==> src/rtl/alu_share_arbiter_pkg.sv <==
// alu_pkg: ALU control codes, arbiter state encoding and requester index type
package alu_pkg;
  localparam logic [3:0] ALUC_ADD = 4'b0000;
  localparam logic [3:0] ALUC_SUB = 4'b0100;
  localparam logic [3:0] ALUC_AND = 4'b0001;
  localparam logic [3:0] ALUC_OR  = 4'b0101;
  localparam logic [3:0] ALUC_XOR = 4'b0010;
  localparam logic [3:0] ALUC_LUI = 4'b0110;
  localparam logic [3:0] ALUC_SLL = 4'b0011;
  localparam logic [3:0] ALUC_SRL = 4'b0111;
  localparam logic [3:0] ALUC_SRA = 4'b1111;
  typedef enum logic [1:0] {IDLE, EXEC, RESP} state_t;
  typedef logic req_idx_t;
  function automatic logic [1:0] onehot(input req_idx_t i);
    return i ? 2'b10 : 2'b01;
  endfunction
endpackage

==> src/rtl/alu_share_arbiter_if.sv <==
// alu_share_arbiter_if: request/response handshakes of both requesters
interface alu_share_arbiter_if #(parameter int DATA_WIDTH = 32, parameter int CTRL_WIDTH = 4);
  logic [1:0]            req_valid;
  logic [1:0]            req_ready;
  logic [CTRL_WIDTH-1:0] req0_aluc;
  logic [DATA_WIDTH-1:0] req0_a;
  logic [DATA_WIDTH-1:0] req0_b;
  logic [CTRL_WIDTH-1:0] req1_aluc;
  logic [DATA_WIDTH-1:0] req1_a;
  logic [DATA_WIDTH-1:0] req1_b;
  logic [1:0]            rsp_valid;
  logic [1:0]            rsp_ready;
  logic [DATA_WIDTH-1:0] rsp_data;
  logic                  rsp_zero;
  modport master (
    output req_valid, req0_aluc, req0_a, req0_b, req1_aluc, req1_a, req1_b, rsp_ready,
    input  req_ready, rsp_valid, rsp_data, rsp_zero
  );
  modport slave (
    input  req_valid, req0_aluc, req0_a, req0_b, req1_aluc, req1_a, req1_b, rsp_ready,
    output req_ready, rsp_valid, rsp_data, rsp_zero
  );
endinterface

==> src/rtl/alu_share_arbiter_rr.sv <==
// rr_arbiter2: two-way round-robin pick; the pointer register lives in the parent
module rr_arbiter2
  import alu_pkg::*;
(
  input  logic [1:0] req_valid,
  input  req_idx_t   rr_ptr,
  output req_idx_t   grant,
  output logic       grant_valid
);
  assign grant       = req_valid[rr_ptr] ? rr_ptr : ~rr_ptr;
  assign grant_valid = |req_valid;
endmodule

==> src/rtl/alu_share_arbiter.sv <==
// alu_share_arbiter: time-shares one combinational ALU between two requesters,
// holding registered operands for a settle time before capturing the result.
module alu_share_arbiter
  import alu_pkg::*;
#(
  parameter int DATA_WIDTH    = 32,
  parameter int CTRL_WIDTH    = 4,
  parameter int SETTLE_CYCLES = 1
) (
  input  logic                  clk,
  input  logic                  resetn,
  alu_share_arbiter_if.slave    bus,
  output logic [CTRL_WIDTH-1:0] alu_aluc,
  output logic [DATA_WIDTH-1:0] alu_a,
  output logic [DATA_WIDTH-1:0] alu_b,
  input  logic [DATA_WIDTH-1:0] alu_r,
  output logic                  busy
);
  state_t                r_state, w_next;
  req_idx_t              r_rr_ptr, r_grant, w_grant;
  logic                  w_grant_valid, w_accept, w_capture, w_rsp_hs;
  logic [3:0]            r_cnt;
  logic [CTRL_WIDTH-1:0] r_alu_aluc;
  logic [DATA_WIDTH-1:0] r_alu_a, r_alu_b, r_rsp_data;
  logic                  r_rsp_zero;

  rr_arbiter2 u_rr (
    .req_valid   (bus.req_valid),
    .rr_ptr      (r_rr_ptr),
    .grant       (w_grant),
    .grant_valid (w_grant_valid)
  );

  assign w_accept  = (r_state == IDLE) && w_grant_valid;
  assign w_capture = (r_state == EXEC) && (r_cnt == 4'd0);
  assign w_rsp_hs  = (r_state == RESP) && bus.rsp_ready[r_grant];

  always_comb begin
    w_next = r_state;
    if (w_accept) w_next = EXEC;
    else if (w_capture) w_next = RESP;
    else if (w_rsp_hs) w_next = IDLE;
  end

  always_ff @(posedge clk or negedge resetn)
    if (!resetn) r_state <= IDLE;
    else r_state <= w_next;

  always_ff @(posedge clk or negedge resetn)
    if (!resetn) begin
      r_rr_ptr   <= 1'b0;
      r_grant    <= 1'b0;
      r_cnt      <= 4'd0;
      r_alu_aluc <= '0;
      r_alu_a    <= '0;
      r_alu_b    <= '0;
      r_rsp_data <= '0;
      r_rsp_zero <= 1'b0;
    end else if (w_accept) begin
      r_rr_ptr   <= ~w_grant;
      r_grant    <= w_grant;
      r_cnt      <= 4'(SETTLE_CYCLES - 1);
      r_alu_aluc <= w_grant ? bus.req1_aluc : bus.req0_aluc;
      r_alu_a    <= w_grant ? bus.req1_a : bus.req0_a;
      r_alu_b    <= w_grant ? bus.req1_b : bus.req0_b;
    end else if (w_capture) begin
      r_rsp_data <= alu_r;
      r_rsp_zero <= (alu_r == '0);
    end else if (r_state == EXEC) begin
      r_cnt <= r_cnt - 4'd1;
    end

  assign bus.req_ready = w_accept ? onehot(w_grant) : 2'b00;
  assign bus.rsp_valid = (r_state == RESP) ? onehot(r_grant) : 2'b00;
  assign bus.rsp_data  = r_rsp_data;
  assign bus.rsp_zero  = r_rsp_zero;
  assign alu_aluc      = r_alu_aluc;
  assign alu_a         = r_alu_a;
  assign alu_b         = r_alu_b;
  assign busy          = (r_state != IDLE);
endmodule
==> src/flat_wrapper.sv <==
// flat-port wrapper written by rule: the top's interface ports become plain ports
module alu_share_arbiter_flat import alu_pkg::*;
#(
  parameter int DATA_WIDTH    = 32,
  parameter int CTRL_WIDTH    = 4,
  parameter int SETTLE_CYCLES = 1
)
  (clk, resetn, alu_aluc, alu_a, alu_b, alu_r, busy, bus_req_valid, bus_req0_aluc, bus_req0_a, bus_req0_b, bus_req1_aluc, bus_req1_a, bus_req1_b, bus_rsp_ready, bus_req_ready, bus_rsp_valid, bus_rsp_data, bus_rsp_zero);
  alu_share_arbiter_if #(.DATA_WIDTH(DATA_WIDTH), .CTRL_WIDTH(CTRL_WIDTH)) bus_i ();
  input  logic clk;
  input  logic resetn;
  output logic [CTRL_WIDTH-1:0] alu_aluc;
  output logic [DATA_WIDTH-1:0] alu_a;
  output logic [DATA_WIDTH-1:0] alu_b;
  input  logic [DATA_WIDTH-1:0] alu_r;
  output logic busy;
  input wire logic [$bits(bus_i.req_valid)-1:0] bus_req_valid;
  input wire logic [$bits(bus_i.req0_aluc)-1:0] bus_req0_aluc;
  input wire logic [$bits(bus_i.req0_a)-1:0] bus_req0_a;
  input wire logic [$bits(bus_i.req0_b)-1:0] bus_req0_b;
  input wire logic [$bits(bus_i.req1_aluc)-1:0] bus_req1_aluc;
  input wire logic [$bits(bus_i.req1_a)-1:0] bus_req1_a;
  input wire logic [$bits(bus_i.req1_b)-1:0] bus_req1_b;
  input wire logic [$bits(bus_i.rsp_ready)-1:0] bus_rsp_ready;
  output wire logic [$bits(bus_i.req_ready)-1:0] bus_req_ready;
  output wire logic [$bits(bus_i.rsp_valid)-1:0] bus_rsp_valid;
  output wire logic [$bits(bus_i.rsp_data)-1:0] bus_rsp_data;
  output wire logic [$bits(bus_i.rsp_zero)-1:0] bus_rsp_zero;
  assign bus_i.req_valid = bus_req_valid;
  assign bus_i.req0_aluc = bus_req0_aluc;
  assign bus_i.req0_a = bus_req0_a;
  assign bus_i.req0_b = bus_req0_b;
  assign bus_i.req1_aluc = bus_req1_aluc;
  assign bus_i.req1_a = bus_req1_a;
  assign bus_i.req1_b = bus_req1_b;
  assign bus_i.rsp_ready = bus_rsp_ready;
  assign bus_req_ready = bus_i.req_ready;
  assign bus_rsp_valid = bus_i.rsp_valid;
  assign bus_rsp_data = bus_i.rsp_data;
  assign bus_rsp_zero = bus_i.rsp_zero;
  alu_share_arbiter #(.DATA_WIDTH(DATA_WIDTH), .CTRL_WIDTH(CTRL_WIDTH), .SETTLE_CYCLES(SETTLE_CYCLES)) u_core (.clk(clk), .resetn(resetn), .bus(bus_i), .alu_aluc(alu_aluc), .alu_a(alu_a), .alu_b(alu_b), .alu_r(alu_r), .busy(busy));
endmodule
==> config.mk <==
export PLATFORM = sky130hd
export DESIGN_NAME = alu_share_arbiter_flat
export DESIGN_NICKNAME = d
export VERILOG_FILES = /design/src/rtl/alu_share_arbiter_pkg.sv /design/src/rtl/alu_share_arbiter_if.sv /design/src/rtl/alu_share_arbiter_rr.sv /design/src/rtl/alu_share_arbiter.sv /design/src/flat_wrapper.sv
export SDC_FILE = /design/constraint.sdc
export NUM_CORES = 1
export LEC_CHECK = 0
export CORE_MARGIN = 1.5
export CORE_UTILIZATION = 39
export CTS_BUF_LIST = sky130_fd_sc_hd__clkbuf_16
export DETAILED_ROUTE_END_ITERATION = 10
export PLACE_DENSITY = 0.82
export SYNTH_ARGS = -nofsm -noshare
export SYNTH_HDL_FRONTEND = slang
export SYNTH_HIERARCHICAL = 1
export SYNTH_SLANG_ARGS = --single-unit
==> constraint.sdc <==
create_clock -name clk -period 2.06 [get_ports clk]
set_input_delay 0.206 -clock clk [delete_from_list [all_inputs] [get_ports clk]]
set_output_delay 0.206 -clock clk [all_outputs]
set_load 0.03 [all_outputs]
==> After elaboration in Yosys (flattened, before gate mapping) <==
Index checks and enable logic that the tools add are counted.
{ "totals": {"input_bits": 174, "ram_bits": 0, "mem_bits_ro": 0, "mem_count": 0, "reg_bits": 109, "latchBits": 0, "out_inout_bits": 106, "elab_cells": 48} }
{ "classes": {"reduce_logical": 12, "mul": 0, "shift": 0, "n_lt_le_gt_ge": 2, "bitwise": 3, "n_div": 0, "n_eq_ne": 3, "addsub": 1, "mux": 18} }
{ "op_table": {"columns": ["operator", "count"], "rows": [
  ["$mux W32", 2],
  ["$logic_not A32 Y1", 1],
  ["$mux W4", 4],
  ["$mux W2", 7],
  ["$mux W1", 5],
  ["$logic_not A4 Y1", 1],
  ["$lt A1 B2 Y1 const B", 2],
  ["$reduce_and A2 Y1", 2],
  ["$reduce_bool A2 Y1", 2],
  ["$sub A4 B1 Y4 const B", 1],
  ["$logic_and A1 B1 Y1", 3],
  ["$not A1 Y1", 3],
  ["$reduce_bool A3 Y1", 1],
  ["$eq A2 B1 Y1 const B", 1],
  ["$eq A2 B2 Y1 const B", 1],
  ["$logic_not A2 Y1", 1],
  ["$ne A2 B1 Y1 const B", 1],
  ["$reduce_or A2 Y1", 1]
]} }

==> Depth between registers and ports, before layout <==
{ "logic_depth": {"word_depth": 6, "depth_mapped": 7, "ltp_nobuf": 6} }

==> By module <==
The synthesis kept the hierarchy.
{ "modules_own_cells": {"columns": ["module", "cells_each", "n_inst", "area_each_um2", "seq_area_each_um2"], "rows": [
  ["alu_share_arbiter", 419, 1, 4933.5, 2727.6],
  ["rr_arbiter2", 3, 1, 15.0, 0.0]
]} }

==> Worst setup path before layout <==
Ideal clock, no wire load.
{ "synth_timing": {"path_type": "register to register", "start": "reg u_core.r_cnt[0]", "end": "reg u_core.r_rsp_data[10] (netlist: u_core/bus.rsp_data[10])", "path_buffers": 1, "stages_incl_launch_ff": 7, "required_time_ns": 1.935, "path_slack_ns": 0.419, "t_arrival_ns": 1.515, "period_less_slack_ns": 1.641, "setup_time_ns": 0.125, "path_cell_list": "dfrtp_1 > inv_1 > ha_1 > nor3b_4 > nand3b_4 > buf_6 > mux2_4"} }
{ "synth_between": {"elab_chain_len": 3} }
{ "synth_lines": {"columns": ["element", "line", "text"], "rows": [
  ["start: declaration", "alu_share_arbiter.sv:22", "logic [3:0] r_cnt;"],
  ["start signal: assignment", "alu_share_arbiter.sv:62", "r_cnt <= 4'(SETTLE_CYCLES - 1);"],
  ["start signal: assignment", "alu_share_arbiter.sv:70", "r_cnt <= r_cnt - 4'd1;"],
  ["$logic_not A4 Y1", "alu_share_arbiter.sv:35", "assign w_capture = (r_state == EXEC) && (r_cnt == 4'd0);"],
  ["$logic_and A1 B1 Y1", "alu_share_arbiter.sv:35", null],
  ["$reduce_and A2 Y1 (no source line)", null, null],
  ["end signal: assignment", "alu_share_arbiter.sv:67", "r_rsp_data <= alu_r;"],
  ["end: declaration", "alu_share_arbiter.sv:24", "logic [DATA_WIDTH-1:0] r_alu_a, r_alu_b, r_rsp_data;"]
]} }
Every way passes these cells.
A chain may end at the register's enable or synchronous reset.

==> Final worst setup path <==
{ "layout_timing": {"start": "reg u_core.r_state[0]", "end": "out bus_rsp_valid[1]"} }
{ "layout_between": {"elab_chain_len": 2} }
{ "layout_lines": {"columns": ["element", "line", "text"], "rows": [
  ["start: declaration", "alu_share_arbiter.sv:19", "state_t r_state, w_next;"],
  ["start signal: assignment", "alu_share_arbiter.sv:47", "else r_state <= w_next;"],
  ["$eq A2 B2 Y1", "alu_share_arbiter.sv:74", "assign bus.rsp_valid = (r_state == RESP) ? onehot(r_grant) : 2'b00;"],
  ["$mux W2", "alu_share_arbiter.sv:74", null],
  ["end: declaration", "flat_wrapper.sv:26", "output wire logic [$bits(bus_i.rsp_valid)-1:0] bus_rsp_valid;"]
]} }
Every way passes these cells.

==> impl_metrics.yaml <==
status:
  status: "completed"
global_route:
  grt_pass1_wl_um: 21800
  first_global_vias: 4300
  grt_max_degree: 140
  grt_usage: 0.212
  grt_overflow_total: 0
  antenna_found_initial: 0
critical_path:
  cp-end-kind: "output port"
  arrival_ns: 1.81
  max_stage_delay_ns: 0.69
  crit_chain: "buf_4, and3b_1, clkdlybuf4s50_1"
  cp.depth: 3
  cp-start-kind: "register"
  reg2reg_depth: 6
  cp_max_fo: 10
  slowest_stage: "clkdlybuf4s50_1"
  required_ns: 1.85
  worst-path-buf-inv: 2
  worstSetupPathType: "register to output port"
  critPathTopFamily: "buffers and inverters"
route:
  first_iter_violations: 185
  routed_via_density: 4.84
  ant_nets: 0
  drc_errors: 0
  drt-wirelength-per-cell_um: 16.5
  dr_total_vias: 4216
  dr.pass1.iters: 4
  wl_um: 14400
sta:
  worst_pin_slew_ns: 0.586
  min_period_ns: 2.01
  finalClockSkew_ns: 0.00633
  drv_slew: 0
  worst_slack_ns: 0.0478
  fmax_mhz: 497
  hold_violations: 0
  fin_crit_sh: 0.977
  tns_ns: 0
  rsz0062_at_grt: "false"
  relSlewSlack: 0.609
  final-setup-viol-count: 0
yosys:
  synth_nets: 597
  seq_area_frac_synth: 0.551
  ys_ff_latch: 109
  ys_async_sr_fraction: 1.00
  synth.largest_area_cell: "dfrtp_1"
  ys.flop_type: "dfrtp_1"
  ys_warn_count: 6
  synth_edf_count: 0
  yosys.cell_types.count: 30
  synth_top_area_share: 0.551
  synth_area_leaders: "dfrtp_1, mux2i_1, mux2_4"
  post-synth-top-count-cell: "dfrtp_1"
  syn_area_um2: 4950
  synthCells: 422
  synth.avg_cell_area_um2: 11.7
  synth.top_cells.by_count: "dfrtp_1, nand2_1, o21ai_0, mux2i_1, mux2_4"
clock_tree:
  clk_pin_slew_ns: 0.07
  cts_tree: "done"
  numClockSinks: 109
  cts_buffers: 9
  htreeDepth: 3
  clk_latency_ns: 0.35
  cts_root_buf: "clkbuf_16"
  clockBufferDepth: 2
power:
  p_leak_nw: 3.73
  p_per_area_nw_per_um2: 1510
  peakVddDrop_v: 0.000741
  fin_total_pwr_w: 0.0125
place:
  port_buffers: 279
  post-place-ws_ns: 0.0214
  hpwlAfterDp_um: 10900
  dpl-instance-area_um2: 7970
  place.gp.congestion: 0.879
floorplan:
  start_util: 0.405
  placementRows: 40
  die_area_um2: 13400
  core_area_um2: 12200
  die_width_um: 116
  die_h_um: 116
  num_io_pins: 280
hold_path:
  hold_path.class: "input port to async pin"
finish:
  multi_input_area_um2: 2080
  n_antenna_cell: 0
  fill_cells: 916
  drive_gt1_frac: 0.0939
  final_cell_area_um2: 8270
  finalNetCount: 873
  seqCellArea_um2: 2730
  area_growth_syn_to_layout_pct: 67.1
job:
  cap_violations: 0
==> worst paths after layout <==
path / slack (ns) / startpoint / endpoint
setup reg to reg: 0.24 / u_core/r_cnt[0]$_DFFE_PN0P_ / u_core/bus.rsp_zero$_DFFE_PN0P_
hold reg to reg: 0.48 / u_core/alu_b[19]$_DFFE_PN0N_ / u_core/alu_b[19]$_DFFE_PN0N_
min in group clk: 0.48 / bus_req0_aluc[1] / u_core/alu_aluc[1]$_DFFE_PN0N_
setup / recovery: 0.05 / u_core/r_state[0]$_DFFE_PN0P_ / bus_rsp_valid[1]
hold / removal: 0.45 / resetn / u_core/alu_a[16]$_DFFE_PN0N_
max in group asynchronous: 1.15 / resetn / u_core/alu_b[17]$_DFFE_PN0N_
==> area by class of cell <==
cell class	count	share of cell area
Clock inverter	7	0.00802
Timing Repair Buffer	292	0.357
Clock buffer	9	0.0272
Tap cell	168	0.0254
Multi-Input combinational cell	283	0.251
Inverter	3	0.00136
Sequential cell	109	0.330
==> cell usage in the layout (no fill, tap or decap), drive strengths merged <==
master,n
a21o,3
a22o,4
and3,1
and3b,1
buf,14
bufinv,1
clkbuf,9
clkdlybuf4s50,275
clkinv,6
dfrtp,109
dlygate4sd2,1
dlygate4sd3,1
dlymetal6s2s,1
ha,1
inv,3
mux2,32
mux2i,69
nand2,77
nand3b,1
nand4,2
nor2,2
nor2b,1
nor3b,2
nor4,9
nor4bb,1
o21ai,72
o21bai,1
o31ai,1
or2,2
or3,1
==> state kept, by name, indices dropped and copies added, names as in the netlist <==
| signal | count |
|---|---|
| u_core/r_grant | 1 |
| u_core/r_rr_ptr | 1 |
| u_core/bus.rsp_zero | 1 |
| u_core/alu_a | 32 |
| u_core/r_cnt | 4 |
| u_core/bus.rsp_data | 32 |
| u_core/alu_b | 32 |
| u_core/r_state | 2 |
| u_core/alu_aluc | 4 |
==> power by group <==
group / leakage (nW) / internal [W] / switching [W]
Sequential: 1.34 / 0.00314 / 0.000542
Clock: 0.147 / 0.000937 / 0.000770
Combinational: 2.24 / 0.00325 / 0.00387
Total: 3.73 / 0.00733 / 0.00518
==> logic make-up (layout without fill, tap and decap cells) <==
group,Yosys count,in the layout,synth area share
buf+inv,30,311,0.0326
compound gates,81,81,0.0875
mux,101,101,0.233
simple gates,100,100,0.0933
fa+ha+maj,1,1,0.00253
flops,109,109,0.551
==> through the flow <==
stage	cells	hold WS [ns]	utilization
CTS	871	0.471	0.677
finish	871	0.454	0.677
detailed placement	854	0.332	0.652
global placement	854	0.320	0.652
floorplan	422	-0.0896	-
global route	871	0.496	0.677
==> worst register-to-register path, cell delays in order, from the launching register on <==
cell	delay, ns
dfrtp_1	0.42
inv_1	0.08
ha_1	0.21
nor3b_4	0.29
nand3b_4	0.11
buf_12	0.20
o31ai_1	0.39
==> what timing repair did <==
| action | in CTS | in global routing |
|---|---|---|
| hold buffers | 1 | 0 |
| setup buffers | 0 | 0 |
| endpoints found under the setup margin | 1 | 1 |
| resized for setup | 1 | 1 |
| hold endpoints to repair | 109 | 0 |
| cloned | 0 | 0 |
==> layer usage <==
layer	global-route usage	routed length, um
met2	0.374	7150
met4	0.0650	241
met3	0.0737	1310
met1	0.244	5680
met5	0	0
Power figures use the tool's default switching activity.
